### src/rtl/uart_pkg.sv
`default_nettype none
// ============================================================================
// Module      : uart_pkg
// Description : Shared constants and FSM state encoding for the extended
//               UART receiver (parity modes, receiver states).
// Revision    : 1.0 - initial release
// ============================================================================
package uart_pkg;

    // Parity mode selector values for the PARITY parameter
    localparam int PARITY_NONE = 0;
    localparam int PARITY_ODD  = 1;
    localparam int PARITY_EVEN = 2;

    // Receiver FSM states
    typedef enum logic [2:0] {
        ST_IDLE       = 3'd0,
        ST_START      = 3'd1,
        ST_DATA       = 3'd2,
        ST_PARITY     = 3'd3,
        ST_STOP       = 3'd4,
        ST_BREAK_WAIT = 3'd5
    } state_t;

endpackage
`default_nettype wire

### src/rtl/uart_sampler.sv
`default_nettype none
// ============================================================================
// Module      : uart_sampler
// Description : Serial-line synchroniser plus 3-sample majority voter.
//               Samples the synchronised line at cnt = HALF-1 and HALF; the
//               third sample is the live line at cnt = HALF+1, so 'vote' is
//               meaningful in the cycle where cnt = HALF+1.
// Ports       : clk, rst_n  - clock, async active-low reset
//               serial      - raw RX pin (asynchronous, idle high)
//               cnt         - bit-phase counter from the receiver FSM
//               s           - synchronised line
//               vote        - majority of the three samples of this bit
// Revision    : 1.0 - initial release
// ============================================================================
module uart_sampler #(
    parameter int SYNC_STAGES = 2,
    parameter int CNT_W       = 3,
    parameter int HALF        = 3
) (
    input  logic             clk,
    input  logic             rst_n,
    input  logic             serial,
    input  logic [CNT_W-1:0] cnt,
    output logic             s,
    output logic             vote
);

    localparam logic [CNT_W-1:0] c_SAMP0 = CNT_W'(HALF - 1);
    localparam logic [CNT_W-1:0] c_SAMP1 = CNT_W'(HALF);

    logic [SYNC_STAGES-1:0] r_sync;
    logic                   r_samp0;
    logic                   r_samp1;

    always_ff @(posedge clk or negedge rst_n) begin
        if (!rst_n) begin
            r_sync  <= '1;
            r_samp0 <= 1'b1;
            r_samp1 <= 1'b1;
        end else begin
            r_sync <= {r_sync[SYNC_STAGES-2:0], serial};
            if (cnt == c_SAMP0) r_samp0 <= s;
            if (cnt == c_SAMP1) r_samp1 <= s;
        end
    end

    assign s    = r_sync[SYNC_STAGES-1];
    assign vote = (r_samp0 & r_samp1) | (r_samp0 & s) | (r_samp1 & s);

endmodule
`default_nettype wire

### src/rtl/uart_rx_ext.sv
`default_nettype none
// ============================================================================
// Module      : uart_rx_ext
// Description : Parametrised UART receiver with parity check, 1..2 stop
//               bits, majority-voted sampling, error reporting and a
//               valid/ready output handshake.
// Ports       : clk, rst_n         - clock, async active-low reset
//               serial             - RX line, idle high, async to clk
//               data               - received word, stable while valid
//               valid / ready      - output handshake
//               parity_err         - parity mismatch of the held word
//               frame_err          - a stop bit of the held word was 0
//               overrun            - 1-cycle pulse, completed frame dropped
//               busy               - receiver not idle
// Revision    : 1.0 - initial release
// ============================================================================
module uart_rx_ext
    import uart_pkg::*;
#(
    parameter int DATA_BITS   = 8,
    parameter int PARITY      = 0,
    parameter int STOP_BITS   = 1,
    parameter int CLK_PER_BIT = 8,
    parameter int SYNC_STAGES = 2
) (
    input  logic                 clk,
    input  logic                 rst_n,
    input  logic                 serial,
    output logic [DATA_BITS-1:0] data,
    output logic                 valid,
    input  logic                 ready,
    output logic                 parity_err,
    output logic                 frame_err,
    output logic                 overrun,
    output logic                 busy
);

    localparam int c_HALF  = (CLK_PER_BIT - 1) / 2;
    localparam int c_CNT_W = $clog2(CLK_PER_BIT);
    localparam int c_IDX_W = $clog2(DATA_BITS + 1);

    localparam logic [c_CNT_W-1:0] c_DECIDE    = c_CNT_W'(c_HALF + 1);
    localparam logic [c_CNT_W-1:0] c_CNT_LAST  = c_CNT_W'(CLK_PER_BIT - 1);
    localparam logic [c_IDX_W-1:0] c_DATA_DONE = c_IDX_W'(DATA_BITS);
    localparam logic [c_IDX_W-1:0] c_STOP_LAST = c_IDX_W'(STOP_BITS - 1);
    localparam logic               c_ODD       = (PARITY == PARITY_ODD);

    state_t               r_state;
    logic [c_CNT_W-1:0]   r_cnt;
    logic [c_IDX_W-1:0]   r_idx;
    logic [DATA_BITS-1:0] r_shift;
    logic                 r_perr;
    logic                 r_ferr;

    logic w_s;
    logic w_vote;
    logic w_decide;
    logic w_wrap;
    logic w_ferr_new;
    logic w_break;

    uart_sampler #(
        .SYNC_STAGES (SYNC_STAGES),
        .CNT_W       (c_CNT_W),
        .HALF        (c_HALF)
    ) u_sampler (
        .clk    (clk),
        .rst_n  (rst_n),
        .serial (serial),
        .cnt    (r_cnt),
        .s      (w_s),
        .vote   (w_vote)
    );

    assign w_decide   = (r_cnt == c_DECIDE);
    assign w_wrap     = (r_cnt == c_CNT_LAST);
    assign w_ferr_new = r_ferr | ~w_vote;
    // Low stop bit on an all-zero word: the line is in a break condition
    assign w_break    = ~w_vote & (r_shift == '0);
    assign busy       = (r_state != ST_IDLE);

    always_ff @(posedge clk or negedge rst_n) begin
        if (!rst_n) begin
            r_state    <= ST_IDLE;
            r_cnt      <= '0;
            r_idx      <= '0;
            r_shift    <= '0;
            r_perr     <= 1'b0;
            r_ferr     <= 1'b0;
            data       <= '0;
            valid      <= 1'b0;
            parity_err <= 1'b0;
            frame_err  <= 1'b0;
            overrun    <= 1'b0;
        end else begin
            overrun <= 1'b0;

            // Consumer take; a completion in the same cycle re-asserts valid
            if (valid && ready) valid <= 1'b0;

            // Free-running bit-phase counter while a frame is in progress
            if (r_state != ST_IDLE && r_state != ST_BREAK_WAIT)
                r_cnt <= w_wrap ? '0 : r_cnt + 1'b1;

            case (r_state)
                ST_IDLE: begin
                    if (!w_s) begin
                        r_state <= ST_START;
                        r_cnt   <= c_CNT_W'(1);
                        r_idx   <= '0;
                        r_perr  <= 1'b0;
                        r_ferr  <= 1'b0;
                    end
                end

                ST_START: begin
                    if (w_decide && w_vote) begin
                        r_state <= ST_IDLE;
                        r_cnt   <= '0;
                    end else if (w_wrap) begin
                        r_state <= ST_DATA;
                    end
                end

                ST_DATA: begin
                    if (w_decide) begin
                        // LSB first: after DATA_BITS shifts bit 0 is the first one
                        r_shift <= {w_vote, r_shift[DATA_BITS-1:1]};
                        r_idx   <= r_idx + 1'b1;
                    end
                    if (w_wrap && r_idx == c_DATA_DONE) begin
                        r_idx   <= '0;
                        r_state <= (PARITY != PARITY_NONE) ? ST_PARITY : ST_STOP;
                    end
                end

                ST_PARITY: begin
                    if (w_decide) r_perr <= (^r_shift) ^ w_vote ^ c_ODD;
                    if (w_wrap)   r_state <= ST_STOP;
                end

                ST_STOP: begin
                    if (w_decide) begin
                        r_ferr <= w_ferr_new;
                        if (r_idx == c_STOP_LAST) begin
                            // Frame completes mid stop bit so a following
                            // start edge is not missed
                            r_state <= w_break ? ST_BREAK_WAIT : ST_IDLE;
                            r_cnt   <= '0;
                            if (!valid || ready) begin
                                data       <= r_shift;
                                parity_err <= r_perr;
                                frame_err  <= w_ferr_new;
                                valid      <= 1'b1;
                            end else begin
                                overrun <= 1'b1;
                            end
                        end else begin
                            r_idx <= r_idx + 1'b1;
                        end
                    end
                end

                ST_BREAK_WAIT: begin
                    if (w_s) r_state <= ST_IDLE;
                end

                default: begin
                    r_state <= ST_IDLE;
                    r_cnt   <= '0;
                end
            endcase
        end
    end

endmodule
`default_nettype wire

### config.mk
export PLATFORM = sky130hd
export DESIGN_NAME = uart_rx_ext
export DESIGN_NICKNAME = d
export VERILOG_FILES = /design/src/rtl/uart_pkg.sv /design/src/rtl/uart_sampler.sv /design/src/rtl/uart_rx_ext.sv
export SDC_FILE = /design/constraint.sdc
export NUM_CORES = 1
export LEC_CHECK = 0
export BUFFER_PORTS_ARGS = -buffer_cell sky130_fd_sc_hd__buf_2
export CORE_MARGIN = 2
export CORE_UTILIZATION = 45
export DETAILED_ROUTE_END_ITERATION = 7
export PLACE_DENSITY = 0.75
export SETUP_SLACK_MARGIN = 0.2
export SYNTH_ARGS = -nofsm -noshare
export SYNTH_HDL_FRONTEND = slang
export SYNTH_SLANG_ARGS = --single-unit
### constraint.sdc
create_clock -name clk -period 2.5 [get_ports clk]
set_input_delay 0.375 -clock clk [delete_from_list [all_inputs] [get_ports clk]]
set_output_delay 0.375 -clock clk [all_outputs]
set_load 0.1 [all_outputs]
==> impl_metrics.env, run 1 <==
export IMPL_die_height_um=70.0
export IMPL_ys_seq_area_share_pct=46.2
export IMPL_hold_violations=0
export IMPL_dpl_hpwl_mm=2.56
export IMPL_start_util_pct=46.0
export IMPL_gp_congestion=0.869
export IMPL_groute_usage_overall_pct=16.4
export IMPL_power_density_mw_per_mm2=952
export IMPL_crit_fanout=6
export IMPL_cts_made_buffers=5
export IMPL_io_buffers=16
export IMPL_h_tree_depth=2
export IMPL_die_width_um=70.0
export IMPL_cts_sinks=36
export IMPL_clock_path_buffers=2
export IMPL_startpoint_type="flip-flop"
export IMPL_r2r_start="r_cnt[0]"
export IMPL_rows=24
export IMPL_ioPinCount=17
export IMPL_synth_edf_count=0
export IMPL_hold_slack_ns=0.161
export IMPL_netlist_instances=192
export IMPL_crit_type="reg -> reg"
export IMPL_fillers=397
export IMPL_layout_commonest_cell="dfrtp_1"
export IMPL_syn2layout_area_growth_pct=12.1
export IMPL_p_int_uw=1250
export IMPL_maxSlewHeadroom_pct=47.9
export IMPL_layout_common_cells="dfrtp_1 (32), nand2_1 (19), inv_1 (18), buf_2 (16), o21ai_0 (14)"
export IMPL_grt_ovfl_total=0
export IMPL_drtIter0Drc=104
export IMPL_fmax_mhz=457
export IMPL_rr_worst_depth=6
export IMPL_finalCritPeriodShare_pct=87.5
export IMPL_ant_nets=0
export IMPL_worst_hold_path_type="in -> async"
export IMPL_tightestPinTransition_ns=0.782
export IMPL_n_antenna_cell=0
export IMPL_wl_per_cell_um=13.8
export IMPL_ys_ff_latch=36
export IMPL_clkLatencyLatePin_ns=0.29
export IMPL_fin_skew_ns=0.00568
export IMPL_cap_violations=0
export IMPL_maxSlewViolCount=0
export IMPL_p_sw_share_pct=40.1
export IMPL_firstDrtPassIters=4
export IMPL_synth_warnings=0
export IMPL_cts_tree="yes"
export IMPL_first_global_vias=1357
export IMPL_async_flop_share_pct=100
export IMPL_run_status="complete, no violations"
export IMPL_grt_first_pass_wirelength_mm=6.31
export IMPL_p_leak_uw=0.00104
export IMPL_netlist_area_mm2=0.00196
export IMPL_r2r_end="r_idx[0]"
export IMPL_die_area_mm2=0.00490
export IMPL_setup_viol=0
export IMPL_vias=1444
export IMPL_ir_drop_uv=405
export IMPL_drc=0
export IMPL_syn_num_nets=207
export IMPL_viasPerCell=5.47
export IMPL_period_minus_slack_ns=2.19
export IMPL_clk_pin_slew_ns=0.07
export IMPL_crit_arrival_ns=2.36
export IMPL_cts_setup_buffers=0
export IMPL_fin_nets=226
export IMPL_antenna_found_initial=0
export IMPL_grt_setup_unrepaired="false"
export IMPL_final_setup_tns_ns=0
export IMPL_cts_root_buffer="clkbuf_8"
export IMPL_p_seq_share_pct=37.1
export IMPL_synthDistinctLibCells=46
export IMPL_required_ns=2.67
export IMPL_core_area_mm2=0.00426
export IMPL_cp_end_kind="flip-flop"
export IMPL_drt_total_wl_mm=3.64
export IMPL_pwr_share_clk_pct=20.0
export IMPL_regToRegSetupSlack_ns=0.31
export IMPL_layout_drive_gt1_share_pct=24.1
export IMPL_synth_area_per_cell_um2=10.2
export IMPL_p_comb_share_pct=42.9
export IMPL_finalPower_uw=2090
export IMPL_synth_top_flop_cell="dfrtp_1"
export IMPL_grt_start_max_net_pins=37
export IMPL_switchingPower_uw=840
through the flow:
step	instance area (µm²)	instances	util (%)	setup WS [ns]
detailed placement	2100	256	49.3	0.322
floorplan	1960	192	-	0.528
global route	2200	264	51.6	0.197
finish	2200	264	51.6	0.313
global placement	2100	256	49.3	0.428
CTS	2190	264	51.4	0.302
worst max-delay path, cell delays in order (launching register included):
cell and delay [ns]:
dfrtp_1 0.42, ha_1 0.21, ha_1 0.26, nand4b_2 0.21, and3_1 0.28, nor4_4 0.31, mux2_2 0.37
final cells by class:
class / count / area, µm² / area share (%)
repair buffers: 20 / 110 / 5.01
flip-flops and latches: 36 / 906 / 41.2
clock buffers: 8 / 90.1 / 4.10
multi-input cells: 130 / 961 / 43.7
well taps: 52 / 65.1 / 2.96
inverters: 18 / 67.6 / 3.07
repair_timing:
action / 4_1_cts / 5_1_grt
setup endpoints to repair: 0 / 1
hold endpoints to repair: 0 / 0
hold buffers: 0 / 0
gates resized for setup: 0 / 1
worst max-delay path by stage:
stage,start,end,slack [ns],cells past startpoint
floorplan,r_cnt[0],r_idx[0],0.53,6
global placement,r_cnt[0],r_idx[0],0.43,6
detailed placement,r_cnt[0],r_idx[0],0.32,6
CTS,r_cnt[0],r_idx[0],0.30,6
global route,r_cnt[0],r_idx[0],0.20,6
finish,r_cnt[0],r_idx[0],0.31,6
cells by family (layout without fill, tap and decap cells):
kind of cell | count (synthesis) | after routing | synth area share, %
AO/OA/AOI/OAI | 38 | 38 | 12.6
XOR/XNOR | 4 | 4 | 1.79
adder cells (fa/ha/maj) | 12 | 12 | 7.53
buffers and inverters | 26 | 46 | 5.29
flip-flops | 36 | 36 | 46.2
multiplexers | 16 | 16 | 8.93
AND/OR/NAND/NOR | 60 | 60 | 17.7
power by group through the flow:
stage               Sequential [µW]  Clock (µW)  Combinational (µW)
floorplan                       777           0                 695
global placement                780           0                 862
detailed placement              787           0                 879
CTS                             777         437                 883
global route                    792         464                 990
finish                          776         420                 898
synthesized netlist by cell type (all sizes together) (3+ instances only):
master	instances	area, µm²
nand2b	5	31.3
nand2	19	71.3
ha	11	138
xnor2	3	26.3
dfrtp	32	801
nor4	6	43.8
nand3	6	30.0
dfstp	4	105
mux2i	4	40.0
o21ai	14	70.1
inv	18	67.6
mux2	12	135
nor2b	3	18.8
buf	7	32.5
a21oi	8	40.0
nor2	9	41.3
flip-flops by register name (all words and copies together) (netlist names):
name and flops:
r_ferr 1, r_perr 1, frame_err 1, valid 1, r_cnt 3, r_idx 4, u_sampler.r_samp0 1, r_shift 8
data 8, overrun 1, parity_err 1, r_state 3, u_sampler.r_samp1 1, u_sampler.r_sync 2
metal layers:
metal	track usage (%)	share of wire (%)	vias to the layer above
met3	4.47	5.3	9
met2	24.1	47	38
met1	22.5	45	684
met4	7.69	2.4	0
met5	0	0	-
li1	-	-	713
(Power assumes the default switching activity.)
==> run 2, diff against run 1 <==
--- a/config.mk
+++ b/config.mk
@@ -9,7 +9,7 @@
 export CORE_MARGIN = 2
 export CORE_UTILIZATION = 45
 export DETAILED_ROUTE_END_ITERATION = 7
-export PLACE_DENSITY = 0.75
+export PLACE_DENSITY = 0.68
 export SETUP_SLACK_MARGIN = 0.2
 export SYNTH_ARGS = -nofsm -noshare
 export SYNTH_HDL_FRONTEND = slang
==> run 2 against run 1 <==
Critical path depth is the same. Sequential power barely moved. First-iteration DRC count is 19% lower. Highest routed layer unchanged. Critical endpoint unchanged. Clock skew down 0.0025 ns.
==> impl_metrics.env, run 2 (same netlist as run 1, synthesis figures left out) <==
export IMPL_run_status="complete, no violations"
export IMPL_crit_fanout=6
export IMPL_crit_arrival_ns=2.33
export IMPL_tightestPinTransition_ns=0.799
export IMPL_cts_sinks=36
export IMPL_final_setup_tns_ns=0
export IMPL_grt_first_pass_wirelength_mm=6.47
export IMPL_die_height_um=70.0
export IMPL_multi_input_area_um2=961
export IMPL_fin_skew_ns=0.00322
export IMPL_power_density_mw_per_mm2=977
export IMPL_finalCritPeriodShare_pct=86.4
export IMPL_die_area_mm2=0.00490
export IMPL_p_int_uw=1320
export IMPL_fmax_mhz=463
export IMPL_maxSlewViolCount=0
export IMPL_worst_path_max_delay_cell="dfrtp_1"
export IMPL_core_area_mm2=0.00426
export IMPL_drt_total_wl_mm=3.71
export IMPL_clk_pin_slew_ns=0.07
export IMPL_critical_path_top_delay_family="simple AND/OR/NAND/NOR gates"
export IMPL_setup_viol=0
export IMPL_drc=0
export IMPL_finalWorstSetupSlack_ns=0.340
export IMPL_pwr_share_clk_pct=23.3
export IMPL_worst_hold_path_type="in -> async"
export IMPL_die_width_um=70.0
export IMPL_crit_buf_inv=0
export IMPL_vias=1478
export IMPL_period_minus_slack_ns=2.16
export IMPL_crit_cells=6
export IMPL_grt_setup_unrepaired="false"
export IMPL_cp_cell_sequence="ha_1 > ha_1 > nand4b_2 > and3_1 > nor4_4 > mux2_2"
export IMPL_wl_per_cell_um=14.1
export IMPL_p_seq_share_pct=35.8
export IMPL_cp_end_kind="flip-flop"
export IMPL_clkLatencyLatePin_ns=0.29
export IMPL_drtIter0Drc=84
export IMPL_startpoint_type="flip-flop"
export IMPL_regArea_um2=906
export IMPL_crit_type="reg -> reg"
export IMPL_layout_drive_gt1_share_pct=25.0
export IMPL_io_buffers=16
export IMPL_fin_nets=226
export IMPL_cts_made_buffers=5
export IMPL_p_leak_uw=0.00105
export IMPL_firstDrtPassIters=4
export IMPL_p_comb_share_pct=40.9
export IMPL_cts_tree="yes"
export IMPL_cts_root_buffer="clkbuf_8"
export IMPL_ir_drop_uv=461
export IMPL_dpl_hpwl_mm=2.60
export IMPL_maxSlewHeadroom_pct=46.7
export IMPL_groute_usage_overall_pct=16.6
export IMPL_layout_common_cells="dfrtp_1 (32), nand2_1 (19), inv_1 (18), buf_2 (16), o21ai_0 (14)"
export IMPL_path_common_cell="ha_1"
export IMPL_required_ns=2.68
export IMPL_max_stage_delay_ns=0.41
export IMPL_reg_largest_list="data: 8 flops, r_shift: 8 flops, r_idx: 4 flops"
export IMPL_grt_start_max_net_pins=37
export IMPL_rr_worst_depth=6
export IMPL_ant_nets=0
export IMPL_switchingPower_uw=849
export IMPL_clock_path_buffers=2
export IMPL_start_util_pct=46.0
export IMPL_cap_violations=0
export IMPL_final_util_pct=52.1
export IMPL_grt_ovfl_total=0
export IMPL_h_tree_depth=2
export IMPL_first_global_vias=1442
export IMPL_syn2layout_area_growth_pct=13.2
export IMPL_layout_commonest_cell="dfrtp_1"
export IMPL_post_place_ws_ns=0.340
export IMPL_fillers=388
export IMPL_p_sw_share_pct=39.1
export IMPL_antenna_found_initial=0
export IMPL_hold_violations=0
export IMPL_gp_congestion=0.853
export IMPL_ctsHoldBuffers=0
export IMPL_viasPerCell=5.60
export IMPL_rows=24
export IMPL_n_antenna_cell=0
export IMPL_ioPinCount=17
[run 2: changes by cell type in the layout (fill, tap and decap cells not counted)]
cell	change
clkinvlp_4	+1
bufinv_16	+1
clkbuf_8	-1
clkinv_2	+1
clkbuf_1	-2
[run 2: stage by stage]
step | hold slack, ns | total power [µW] | area, µm² | std cells
after floorplan | 0.0794 | 1470 | 1960 | 192
after global routing | 0.171 | 2310 | 2220 | 264
final | 0.169 | 2170 | 2220 | 264
after CTS | 0.172 | 2170 | 2210 | 264
after detailed placement | 0.347 | 1660 | 2100 | 256
after global placement | 0.347 | 1650 | 2100 | 256
[run 2: final timing paths]
path | startpoint | end | slack, ns
min in group clk | serial | u_sampler.r_sync[0] | 0.18
hold reg to reg | u_sampler.r_sync[0] | u_sampler.r_sync[1] | 0.36
hold / removal | rst_n | r_idx[3] | 0.17
max in group asynchronous | rst_n | r_shift[0] | 1.82
setup / recovery | r_cnt[0] | r_idx[0] | 0.34
setup reg to reg | r_cnt[0] | r_idx[0] | 0.34
[run 2: layer usage]
metal | vias up | track usage (%) | part of all wire (%)
li1 | 714 | - | -
met1 | 729 | 20.8 | 45
met2 | 26 | 27.5 | 50
met3 | 9 | 3.17 | 3.3
met4 | 0 | 7.91 | 1.7
met5 | - | 0 | 0
[run 2: cell type report]
cell class	count	area share [%]
clock buffer	5	3.10
timing repair buffer	20	4.96
sequential	36	40.8
clock inverter	3	1.92
tap	52	2.93
inverter	18	3.04
multi-input combinational	130	43.3
[run 2: repair_timing]
action,4_1_cts,5_1_grt
setup endpoints to repair,0,1
endpoints found under the hold margin,0,0
buffers inserted,0,0
gates resized for setup,0,1
[run 2: power groups by stage]
stage / combinational, µW / clock [µW] / sequential (µW)
3_3_place_gp: 867 / 0 / 783
4_1_cts: 877 / 521 / 777
3_5_place_dp: 875 / 0 / 786
5_1_grt: 984 / 538 / 793
2_1_floorplan: 695 / 0 / 777
6_report: 888 / 505 / 776
